## config.mk

```make
export PLATFORM = sky130hd
export DESIGN_NAME = if_id_pipe
export DESIGN_NICKNAME = d
export VERILOG_FILES = /design/src/rtl/pipe_pkg.sv /design/src/rtl/pipe_field_reg.sv /design/src/rtl/if_id_pipe.sv
export SDC_FILE = /design/constraint.sdc
export NUM_CORES = 1
export LEC_CHECK = 0
export CAP_MARGIN = 0
export CORE_ASPECT_RATIO = 1.5
export CORE_MARGIN = 4
export CORE_UTILIZATION = 48
export CTS_BUF_LIST = sky130_fd_sc_hd__clkbuf_8
export DETAILED_ROUTE_END_ITERATION = 7
export HOLD_SLACK_MARGIN = 0.08
export PLACE_DENSITY = 0.75
export SYNTH_ARGS = -nofsm -noshare
export SYNTH_HDL_FRONTEND = slang
export SYNTH_HIERARCHICAL = 1
export SYNTH_SLANG_ARGS = --single-unit
```

## constraint.sdc

```tcl
create_clock -name clk -period 5.85 [get_ports clk]
set_input_delay 1.755 -clock clk [delete_from_list [all_inputs] [get_ports clk]]
set_output_delay 1.755 -clock clk [all_outputs]
set_load 0.01 [all_outputs]
```

## src/rtl/pipe_pkg.sv

```systemverilog
// -----------------------------------------------------------------------------
// pipe_pkg
// Shared definitions for the IF->ID pipeline register.
//   - Default field widths and the default NOP instruction (sll $0,$0,0).
//   - Control FSM state encoding (EMPTY / ONE / FULL).
//   - Source select for the main (M) register.
// -----------------------------------------------------------------------------
package pipe_pkg;

    localparam int          PIPE_ADDR_W    = 32;
    localparam int          PIPE_INSTR_W   = 32;
    localparam logic [31:0] PIPE_NOP_INSTR = 32'h0000_0000;

    localparam logic [1:0] ST_EMPTY = 2'd0;
    localparam logic [1:0] ST_ONE   = 2'd1;
    localparam logic [1:0] ST_FULL  = 2'd2;

    typedef enum logic [1:0] {
        STATE_EMPTY = ST_EMPTY,
        STATE_ONE   = ST_ONE,
        STATE_FULL  = ST_FULL
    } state_e;

    // What the main register loads on the coming edge.
    typedef enum logic [1:0] {
        M_HOLD    = 2'd0,
        M_FROM_IN = 2'd1,
        M_FROM_S  = 2'd2,
        M_CLEAR   = 2'd3
    } m_src_e;

endpackage

```

## src/rtl/pipe_field_reg.sv

```systemverilog
// -----------------------------------------------------------------------------
// pipe_field_reg
// Parametrised-width register with asynchronous active-high reset to RST_VAL
// and a synchronous load enable. Used for both the main and the skid entry.
// Ports:
//   clk    - clock, rising edge
//   rst    - asynchronous active-high reset
//   i_load - load i_d on the next rising edge
//   i_d    - data to load
//   o_q    - registered value
// -----------------------------------------------------------------------------
module pipe_field_reg #(
    parameter int           W       = 32,
    parameter logic [W-1:0] RST_VAL = '0
) (
    input  logic         clk,
    input  logic         rst,
    input  logic         i_load,
    input  logic [W-1:0] i_d,
    output logic [W-1:0] o_q
);

    logic [W-1:0] r_q;

    always_ff @(posedge clk or posedge rst) begin
        if (rst) begin
            r_q <= RST_VAL;
        end else if (i_load) begin
            r_q <= i_d;
        end
    end

    assign o_q = r_q;

endmodule

```

## src/rtl/if_id_pipe.sv

```systemverilog
// -----------------------------------------------------------------------------
// if_id_pipe
// IF->ID pipeline register with valid/ready handshake, a 2-entry skid buffer
// (main register M drives the outputs, skid register S holds the overflow) and
// a flush that kills held and incoming instructions, presenting NOP_INSTR.
//
// Optional feature, macro IF_ID_STALL_CNT_EN: adds output stall_cnt[31:0],
// a saturating count of cycles with out_valid && !out_ready (reset-only clear).
//
// Ports:
//   clk, rst                    - clock; asynchronous active-high reset
//   in_valid/in_ready           - IF side handshake (in_ready registered)
//   in_pc/in_instr/in_pc_plus4  - fetched entry
//   flush                       - discard everything, highest priority
//   out_valid/out_ready         - ID side handshake
//   out_pc/out_instr/out_pc_plus4 - entry to ID (out_instr=NOP_INSTR if invalid)
// -----------------------------------------------------------------------------
module if_id_pipe
    import pipe_pkg::*;
#(
    parameter int                 ADDR_W    = PIPE_ADDR_W,
    parameter int                 INSTR_W   = PIPE_INSTR_W,
    parameter logic [INSTR_W-1:0] NOP_INSTR = INSTR_W'(PIPE_NOP_INSTR)
) (
    input  logic               clk,
    input  logic               rst,
    input  logic               in_valid,
    output logic               in_ready,
    input  logic [ADDR_W-1:0]  in_pc,
    input  logic [INSTR_W-1:0] in_instr,
    input  logic [ADDR_W-1:0]  in_pc_plus4,
    input  logic               flush,
    output logic               out_valid,
    input  logic               out_ready,
    output logic [ADDR_W-1:0]  out_pc,
    output logic [INSTR_W-1:0] out_instr,
    output logic [ADDR_W-1:0]  out_pc_plus4
`ifdef IF_ID_STALL_CNT_EN
    ,
    output logic [31:0]        stall_cnt
`endif
);

    // Entry layout: {pc, instr, pc_plus4}
    localparam int ENTRY_W = 2 * ADDR_W + INSTR_W;
    localparam logic [ENTRY_W-1:0] CLEAR_ENTRY = {{ADDR_W{1'b0}}, NOP_INSTR, {ADDR_W{1'b0}}};

    state_e             r_state;
    state_e             w_state_next;
    logic               r_in_ready;
    logic               r_out_valid;
    m_src_e             w_m_src;
    logic               w_m_load;
    logic               w_s_load;
    logic [ENTRY_W-1:0] w_in_entry;
    logic [ENTRY_W-1:0] w_m_d;
    logic [ENTRY_W-1:0] w_s_d;
    logic [ENTRY_W-1:0] w_m_q;
    logic [ENTRY_W-1:0] w_s_q;
    logic               w_accept;
    logic               w_drain;

    assign w_in_entry = {in_pc, in_instr, in_pc_plus4};
    assign w_accept   = in_valid && r_in_ready;
    assign w_drain    = r_out_valid && out_ready;

    // Next-state and datapath control. Flush overrides everything; a drain in
    // the flush cycle is simply not replayed because M is cleared.
    always_comb begin
        w_state_next = r_state;
        w_m_src      = M_HOLD;
        w_s_load     = 1'b0;
        w_s_d        = w_in_entry;
        if (flush) begin
            w_state_next = STATE_EMPTY;
            w_m_src      = M_CLEAR;
            w_s_load     = 1'b1;
            w_s_d        = CLEAR_ENTRY;
        end else begin
            case (r_state)
                STATE_EMPTY: begin
                    if (w_accept) begin
                        w_state_next = STATE_ONE;
                        w_m_src      = M_FROM_IN;
                    end
                end
                STATE_ONE: begin
                    if (w_accept && w_drain) begin
                        w_m_src = M_FROM_IN;
                    end else if (w_accept) begin
                        w_state_next = STATE_FULL;
                        w_s_load     = 1'b1;
                    end else if (w_drain) begin
                        // Clearing M is what makes out_instr read NOP when empty.
                        w_state_next = STATE_EMPTY;
                        w_m_src      = M_CLEAR;
                    end
                end
                STATE_FULL: begin
                    if (w_drain) begin
                        w_state_next = STATE_ONE;
                        w_m_src      = M_FROM_S;
                        w_s_load     = 1'b1;
                        w_s_d        = CLEAR_ENTRY;
                    end
                end
                default: begin
                    w_state_next = STATE_EMPTY;
                    w_m_src      = M_CLEAR;
                    w_s_load     = 1'b1;
                    w_s_d        = CLEAR_ENTRY;
                end
            endcase
        end
    end

    always_comb begin
        w_m_d = w_m_q;
        case (w_m_src)
            M_FROM_IN: w_m_d = w_in_entry;
            M_FROM_S:  w_m_d = w_s_q;
            M_CLEAR:   w_m_d = CLEAR_ENTRY;
            default:   w_m_d = w_m_q;
        endcase
    end

    assign w_m_load = (w_m_src != M_HOLD);

    // Handshake flags are registered copies decoded from the next state.
    always_ff @(posedge clk or posedge rst) begin
        if (rst) begin
            r_state     <= STATE_EMPTY;
            r_in_ready  <= 1'b1;
            r_out_valid <= 1'b0;
        end else begin
            r_state     <= w_state_next;
            r_in_ready  <= (w_state_next != STATE_FULL);
            r_out_valid <= (w_state_next != STATE_EMPTY);
        end
    end

    pipe_field_reg #(.W(ENTRY_W), .RST_VAL(CLEAR_ENTRY)) u_m_reg (
        .clk    (clk),
        .rst    (rst),
        .i_load (w_m_load),
        .i_d    (w_m_d),
        .o_q    (w_m_q)
    );

    pipe_field_reg #(.W(ENTRY_W), .RST_VAL(CLEAR_ENTRY)) u_s_reg (
        .clk    (clk),
        .rst    (rst),
        .i_load (w_s_load),
        .i_d    (w_s_d),
        .o_q    (w_s_q)
    );

    assign in_ready     = r_in_ready;
    assign out_valid    = r_out_valid;
    assign out_pc       = w_m_q[ENTRY_W-1 -: ADDR_W];
    assign out_instr    = w_m_q[ADDR_W +: INSTR_W];
    assign out_pc_plus4 = w_m_q[ADDR_W-1:0];

`ifdef IF_ID_STALL_CNT_EN
    logic [31:0] r_stall_cnt;

    always_ff @(posedge clk or posedge rst) begin
        if (rst) begin
            r_stall_cnt <= 32'd0;
        end else if (r_out_valid && !out_ready && (r_stall_cnt != 32'hFFFF_FFFF)) begin
            r_stall_cnt <= r_stall_cnt + 32'd1;
        end
    end

    assign stall_cnt = r_stall_cnt;
`else
    // Stall counter not built.
`endif

endmodule
```

* Yosys cells after proc, flatten, opt, wreduce, memory -nomap -nowiden
Index checks and enable logic that the tools add are counted. W data, S select, Z words.
Word-level totals: bits in registers 196, input bits 101, output and inout port bits 98, logic and storage cells 43
Cells by class: eq/ne operators 6, multiplexer cells 23, reduce and logical (&&, ||, !) cells 9
Operators with widths (number):
- $pmux W96 S3 | 1
- $mux W96 | 2
- $pmux W96 S2 | 1
- $mux W2 | 11
- $pmux W2 S3 | 2
- $eq A2 B2 Y1 const B | 3
- $mux W1 | 5
- $eq A2 B1 Y1 const B | 2
- $reduce_bool A2 Y1 | 2
- $logic_and A1 B1 Y1 | 3
- $pmux W1 S3 | 1
- $reduce_bool A3 Y1 | 1
- $logic_not A2 Y1 | 1
- $ne A2 B2 Y1 const B | 1
- $reduce_and A2 Y1 | 1
- $reduce_or A2 Y1 | 1

* Depth between registers and ports, before layout
Gate-level depths: netlist of run 1.
depth in word-level cells 9, gate-level depth with buffers 12, depth with buffers taken out 5

* Cells and area by module
Netlist of run 1, hierarchy kept.
By module, submodules not included:
- pipe_field_reg | times used 2, cells an instance 204, area each 3768.6 um^2, sequential area each 2402.3 um^2
- if_id_pipe | times used 1, cells an instance 361, area each 2636.3 um^2, sequential area each 101.3 um^2

* Worst setup path before layout of run 1
Ideal clock, no wire load.
path type input to register, from input flush, to register u_m_reg.r_q[45] (netlist: u_m_reg/o_q[45]), setup time 125 ps, data arrival time 3562 ps, required time 5725 ps, setup slack 2163 ps, stages on the path 11, path buffers 7, cell sequence clkbuf_1 > a21oi_2 > o311a_1 > buf_2 > buf_4 > buf_2 > inv_1 > buf_6 > buf_8 > buf_12 > mux2_4
On the way: elaborated cells on any way between the ends 8, those cells by class eq/ne: 3; mux: 2; reduce/logical: 3
RTL lines:
- start: declaration | line if_id_pipe.sv:32 | input logic flush,
- $mux W2 | line if_id_pipe.sv:74 | if (flush) begin
- $reduce_bool A2 Y1 | line if_id_pipe.sv:127 | assign w_m_load = (w_m_src != M_HOLD);
- named net w_m_load | line if_id_pipe.sv:53 | logic w_m_load;
- $reduce_and A2 Y1 (no line)
- end signal: assignment | line pipe_field_reg.sv:29 | r_q <= i_d;
- end: declaration | line pipe_field_reg.sv:23 | logic [W-1:0] r_q;
The timed path passes the listed nets, and every way through them passes these cells. A chain may end at the register's enable or synchronous reset.

* Worst setup path in the final report of run 1
from input out_ready, to register u_m_reg.r_q[85] (netlist: u_m_reg/o_q[85])
On the way: elaborated cells on any way between the ends 15, those cells by class eq/ne: 3; mux: 7; reduce/logical: 5
RTL lines:
- start: declaration | line if_id_pipe.sv:34 | input logic out_ready,
- $logic_and A1 B1 Y1 (*) | line if_id_pipe.sv:65 | assign w_drain = r_out_valid && out_ready;
- $mux W2 | line if_id_pipe.sv:93 | end else if (w_drain) begin
- $mux W2 | line if_id_pipe.sv:90 | end else if (w_accept) begin
- $mux W2 | line if_id_pipe.sv:88 | if (w_accept && w_drain) begin
- $pmux W2 S3 (*) | line if_id_pipe.sv:80 | case (r_state)
- $mux W2 (*) | line if_id_pipe.sv:74
- $eq A2 B2 Y1 / $eq A2 B1 Y1 (equally long branches) | line if_id_pipe.sv:119 | case (w_m_src)
- $pmux W96 S3 (*) | line if_id_pipe.sv:119
- named net w_m_d[85] | line if_id_pipe.sv:56 | logic [ENTRY_W-1:0] w_m_d;
Mark *: on every way through the listed nets, which the timed path passes. The rest lies on a longest branch.

==> results of run 1 <==
-- final timing paths --
path                                        end  cells past startpoint
worst min-delay path            u_s_reg/o_q[33]                      1
worst max register to register  u_m_reg/o_q[68]                      6
max in group asynchronous       u_s_reg/o_q[30]                      3
worst min register to register  u_s_reg/o_q[33]                      1
worst max-delay path            u_m_reg/o_q[85]                      7
min in group asynchronous             out_valid                      2
-- registers in the layout, summed over array words and instances, names as in the netlist --
register,count
in_ready,1
out_valid,1
r_state,2
u_m_reg/o_q,96
u_s_reg/o_q,96
-- layout make-up --
class / count / area, sq um
Timing Repair Buffer: 214 / 2140
Inverter: 4 / 22.52
Clock inverter: 14 / 186.4
Multi-Input combinational cell: 503 / 4831
Sequential cell: 196 / 4906
Fill cell: 1750 / 8314
Clock buffer: 18 / 247.7
Tap cell: 268 / 335.3
-- synthesized netlist by cell type --
cell type	count
buf_6	2
a221oi_1	1
buf_12	8
clkbuf_1	28
inv_1	4
nand2_2	1
mux2_4	80
dfrtp_1	195
a22o_1	96
o21ai_0	1
nand2_1	3
nand2b_1	1
a21oi_1	1
nand3_1	2
a21oi_2	1
o311a_1	1
dfstp_2	1
a2111oi_4	1
buf_1	1
buf_4	3
mux2_2	112
a31o_2	1
and2_1	96
nor2_1	2
a21o_1	99
buf_8	2
buf_2	22
nor3_2	1
nand4_1	1
a221o_1	2
-- routing by layer --
layer  vias to the layer above  part of all wire  track usage  wire length (um)
met3                        49             0.045      0.04353              1112
met1                      3477              0.42       0.2627             10250
met4                         0             0.038      0.09414               926
met5                         -                 0            0                 0
met2                       191              0.50       0.3471             12330
li1                       3117                 -            -                 -
-- metrics by stage --
step           hold WS, ps  cell area (sq um)  setup slack (ps)
6_report             512.8              12670              1955
5_1_grt              527.7              12670              1876
4_1_cts              518.7              12670              2015
3_5_place_dp         492.9              12230              1519
3_3_place_gp         489.1              12230              1582
2_1_floorplan        481.5              10170              1590
-- report_power, final --
group,leakage [uW],internal [uW],switching (uW)
registers,0.00258,1530,133
logic,0.00370,549,374
clock network,0.000218,475,478
-- logic make-up after synthesis --
kind of cell / after synthesis / synth area share
muxes: 192 / 0.2420
buffers and inverters: 70 / 0.04612
and+or+nand+nor: 107 / 0.06469
AOI/OAI and AO/OA: 204 / 0.1649
DFF: 196 / 0.4822
-- worst register-to-register path, delay by kind of cell (launching register included) --
| kind | cells | cell delay (ps) |
|---|---|---|
| AO/OA/AOI/OAI | 4 | 990 |
| buffers and inverters | 1 | 840 |
| flip-flops | 1 | 530 |
| multiplexers | 1 | 150 |
==> metrics, run 1 <==
cts repair resizes 0; # nets final 1037; maximum capacitance violations 0; CP Class input port to register; CTS max path bufs 2; first-pass GRT wire length 39.65 mm; port bufs 198; overflow left after global routing 0; largest cells by area after synthesis dfrtp_1 48%, mux2_2 12%, mux2_4 12%; yosys warns 6; total global-route track usage 0.2095; DRT Pass-1 Iters 4; setup repair bufs after CTS 0; FF-to-FF Start r_state[0]; final cell utilization of the core 0.6038; WP buf/inv 2; largest area contributor in the netlist dfrtp_1; via density per instance 5.615; Hold Vio Cnt, Final 0; syn_nets 870; largest net degree at the start of global routing 97; slew of the pin with the lowest slew margin 1131 ps; Num CTS Buffers 17; leading cell type in the layout, fill and taps excluded clkdlybuf4s50_1; TritonCTS clock tree built; num rows 65; Ports 199; VDD IR max 0.1505 mV; final wirelength 24.63 mm; Starting Density 0.4849; status completed; crit path max fanout 15; synthesized instance count 769; ANT cells 0; crit-path cells clkdlybuf4s50_1 > nand2_2 > a2111oi_4 > buf_4 > a22o_1 > a21o_1 > mux2_2; clock skew 12.86 ps; clk sinks 196; setup TNS 0 ps; total number of vias 6834; required time of the critical path 6250 ps; synthesis-to-finish area growth 24.52%; unrepaired setup endpoints after global routing no; Final period util 0.6658; Horiz. Die Dim 126.9 um; Worst Hold Class register to register; CTS Root Cell clkbuf_8; Period minus WS final 3895 ps; WP data arrival 4290 ps; fmax 256.8 MHz; Synth top area share 0.4796; Critical Path Start out_ready; Avg WL per Cell 20.24 um; vias in the first global route 7378; Placer Congestion 0.7785; Reg clk slew, reported paths 90 ps; total power 3540 uW; most frequent cells in the layout 198 x clkdlybuf4s50_1, 195 x dfrtp_1, 112 x mux2_2; post-route ant nets 0; crit end category register; slowest cell delay on critical path 990 ps; DP Cell Count 1185; synthesized area 10170 sq um; hold_sp u_s_reg/o_q[33]; Register-to-Register Setup Slack 3280 ps; fraction of layout instances using a drive strength above 1 0.2624; setup violators final 0; max-slew violation count 0; unique cell type count in the Yosys netlist 30; Pleak 0.006505 uW; register area share after synthesis 0.4822; Die Ht 186.3 um; initial antenna violation count 0; DP Wirelength 15.23 mm; DRC errors left 0; DIE AREA 23640 sq um; total core area 20980 sq um; later-pin clock latency in the skew report 460 ps; Power Density 279.4 nW/um^2; hold_buf cts 0; H-tree Lvls 4; syn_area_per_cell 13.23 sq um; Startpoint Class input port; DR iter-0 viols 356; Crit path max-delay family compound AO/OA/AOI/OAI gates; slowest CP cell a2111oi_4; non-filler cells, final 1217; max_slew headroom 0.2462; Seq cells post-synth 196
No activity file was read; power rests on OpenSTA's default activity.
==> run 2: changes to the inputs <==
--- a/config.mk
+++ b/config.mk
@@ -12,7 +12,7 @@
 export CTS_BUF_LIST = sky130_fd_sc_hd__clkbuf_8
 export DETAILED_ROUTE_END_ITERATION = 7
 export HOLD_SLACK_MARGIN = 0.08
-export PLACE_DENSITY = 0.75
+export PLACE_DENSITY = 0.78
 export SYNTH_ARGS = -nofsm -noshare
 export SYNTH_HDL_FRONTEND = slang
 export SYNTH_HIERARCHICAL = 1
==> constraint.sdc (replaced) <==
create_clock -name clk -period 3.35 [get_ports clk]
set_input_delay 1.005 -clock clk [delete_from_list [all_inputs] [get_ports clk]]
set_output_delay 1.005 -clock clk [all_outputs]
set_load 0.01 [all_outputs]
==> run 2 against run 1 <==
Against the previous run: clock power is 66% higher; first-iteration DRC count is 0.56% higher; wire length is 2.7% lower; largest power group unchanged; sequential share of layout area is 0.36 points lower; largest cell class unchanged; global-route usage is 0.14 points lower; worst hold slack better by 2.9 ps; critical path depth stayed put.
==> metrics, run 2 (synthesized netlist as in run 1, its figures left out) <==
status completed; DRT Pass-1 Iters 4 (unchanged); total global-route track usage 0.2081 (-0.001416); port bufs 198 (unchanged); Startpoint Class input port; setup violators final 0 (unchanged); synthesis-to-finish area growth 25.70%; most frequent cells in the layout 198 x clkdlybuf4s50_1, 195 x dfrtp_1, 112 x mux2_2; Placer Congestion 0.7942 (+2.0%); num rows 65 (unchanged); Worst Hold Class register to register; crit-path cells clkdlybuf4s50_1 > nand2_2 > a2111oi_4 > buf_12 > a22o_1 > a21o_1 > mux2_4; CTS max path bufs 2 (unchanged); fmax 374.7 MHz; fraction of layout instances using a drive strength above 1 0.2658 (+0.003375); Avg WL per Cell 19.62 um (-3.0%); Ports 199 (unchanged); clock power share 0.259 (-0.010); cts repair resizes 0 (unchanged); TritonCTS clock tree built; multi-input combinational cell area 4831 sq um (unchanged); CP Class input port to register; clock skew 15.78 ps (+2.924 ps); Power Density 478.8 nW/um^2 (+71%); vias in the first global route 7298 (-1.1%); max-slew violation count 0 (unchanged); required time of the critical path 3750 ps (-2500 ps); Final period util 0.7966; DP Wirelength 15.54 mm (+2.0%); largest net degree at the start of global routing 97 (unchanged); VDD IR max 0.2684 mV (+78%); final cell utilization of the core 0.6095 (+0.005724); total core area 20980 sq um (unchanged); Crit path max-delay family buffers and inverters; Horiz. Die Dim 126.9 um (unchanged); slowest cell delay on critical path 570 ps (-420 ps); Starting Density 0.4849 (unchanged); # nets final 1041 (+0.39%); setup TNS 0 ps (unchanged); WP data arrival 3070 ps (-1220 ps); post-route ant nets 0 (unchanged); final wirelength 23.96 mm (-2.7%); CTS Root Cell clkbuf_8; slew of the pin with the lowest slew margin 852.4 ps (-278.3 ps); first-pass GRT wire length 39.60 mm (-0.12%); leading cell type in the layout, fill and taps excluded clkdlybuf4s50_1; Flop pwr share 0.476 (+0.006); sw frac 0.2790 (+0.001073); crit path max fanout 52 (+37); combinational share of power 0.266 (+0.005); setup repair bufs after CTS 0 (unchanged); total number of vias 6717 (-1.7%); Num CTS Buffers 17 (unchanged); crit end category register; Hold Vio Cnt, Final 0 (unchanged); H-tree Lvls 4 (unchanged); overflow left after global routing 0 (unchanged); WP buf/inv 2 (unchanged); maximum capacitance violations 0 (unchanged); P_sw 1709 uW (+74%); initial antenna violation count 1 (+1); clk sinks 196 (unchanged); fillers 1706 (-2.5%); slowest CP cell clkdlybuf4s50_1; later-pin clock latency in the skew report 460 ps (about the same); via density per instance 5.501 (-2.0%); Period minus WS final 2669 ps; Die Ht 186.3 um (unchanged); Hold Slack 515.7 ps (+2.918 ps); hold_buf cts 0 (unchanged); DP Cell Count 1189 (+0.34%); max_slew headroom 0.4317 (+0.1855); DIE AREA 23640 sq um (unchanged); non-filler cells, final 1221 (+0.33%); Internal 4415 uW (+73%); Pleak 0.006546 uW (+0.63%); unrepaired setup endpoints after global routing no; DR iter-0 viols 358 (+0.56%); Storage cell area 4906 sq um (unchanged); Reg clk slew, reported paths 100 ps (about the same); DRC errors left 0 (unchanged)
==> run 2: layout make-up <==
cell class	instances	area share
multi-input combinational	503	0.3778
tap	268	0.02622
timing repair buffer	218	0.1785
clock inverter	13	0.01243
inverter	4	0.001957
antenna	1	0.0001957
sequential	196	0.3836
clock buffer	18	0.01937
==> run 2: metal layers <==
layer	global-route usage	wire length [um]	vias to the layer above
met3	0.03666	957	31
met4	0.07556	590	0
met5	0	0	-
met2	0.3538	12380	161
met1	0.2652	10030	3399
li1	-	-	3126
==> run 2: power by group through the flow <==
| stage | logic [uW] | clock network, uW | registers, uW |
|---|---|---|---|
| 2_1_floorplan | 932 | 0 | 2970 |
| 3_3_place_gp | 1620 | 0 | 2940 |
| 3_5_place_dp | 1650 | 0 | 2960 |
| 4_1_cts | 1650 | 1640 | 2910 |
| 5_1_grt | 1740 | 1750 | 2960 |
| 6_report | 1630 | 1580 | 2910 |
==> run 2: per-stage QoR <==
step | area [sq um] | worst slack [ps] | total power [uW]
2_1_floorplan | 10180 | 412.9 | 3902
3_3_place_gp | 12380 | 287.4 | 4555
3_5_place_dp | 12380 | 260.6 | 4601
4_1_cts | 12790 | 716.4 | 6207
5_1_grt | 12790 | 639.1 | 6456
6_report | 12790 | 681.4 | 6124
==> run 2: final timing paths <==
path	start	to	depth (start not counted)	slack [ps]
min	u_s_reg/o_q[21]	u_s_reg/o_q[21]	1	520
min reg2reg	u_s_reg/o_q[21]	u_s_reg/o_q[21]	1	520
min in group asynchronous	rst	r_state[1]	2	910
max reg2reg	r_state[0]	u_s_reg/o_q[58]	5	1220
max in group asynchronous	rst	u_s_reg/o_q[33]	3	1600
max	out_ready	u_m_reg/o_q[66]	7	680
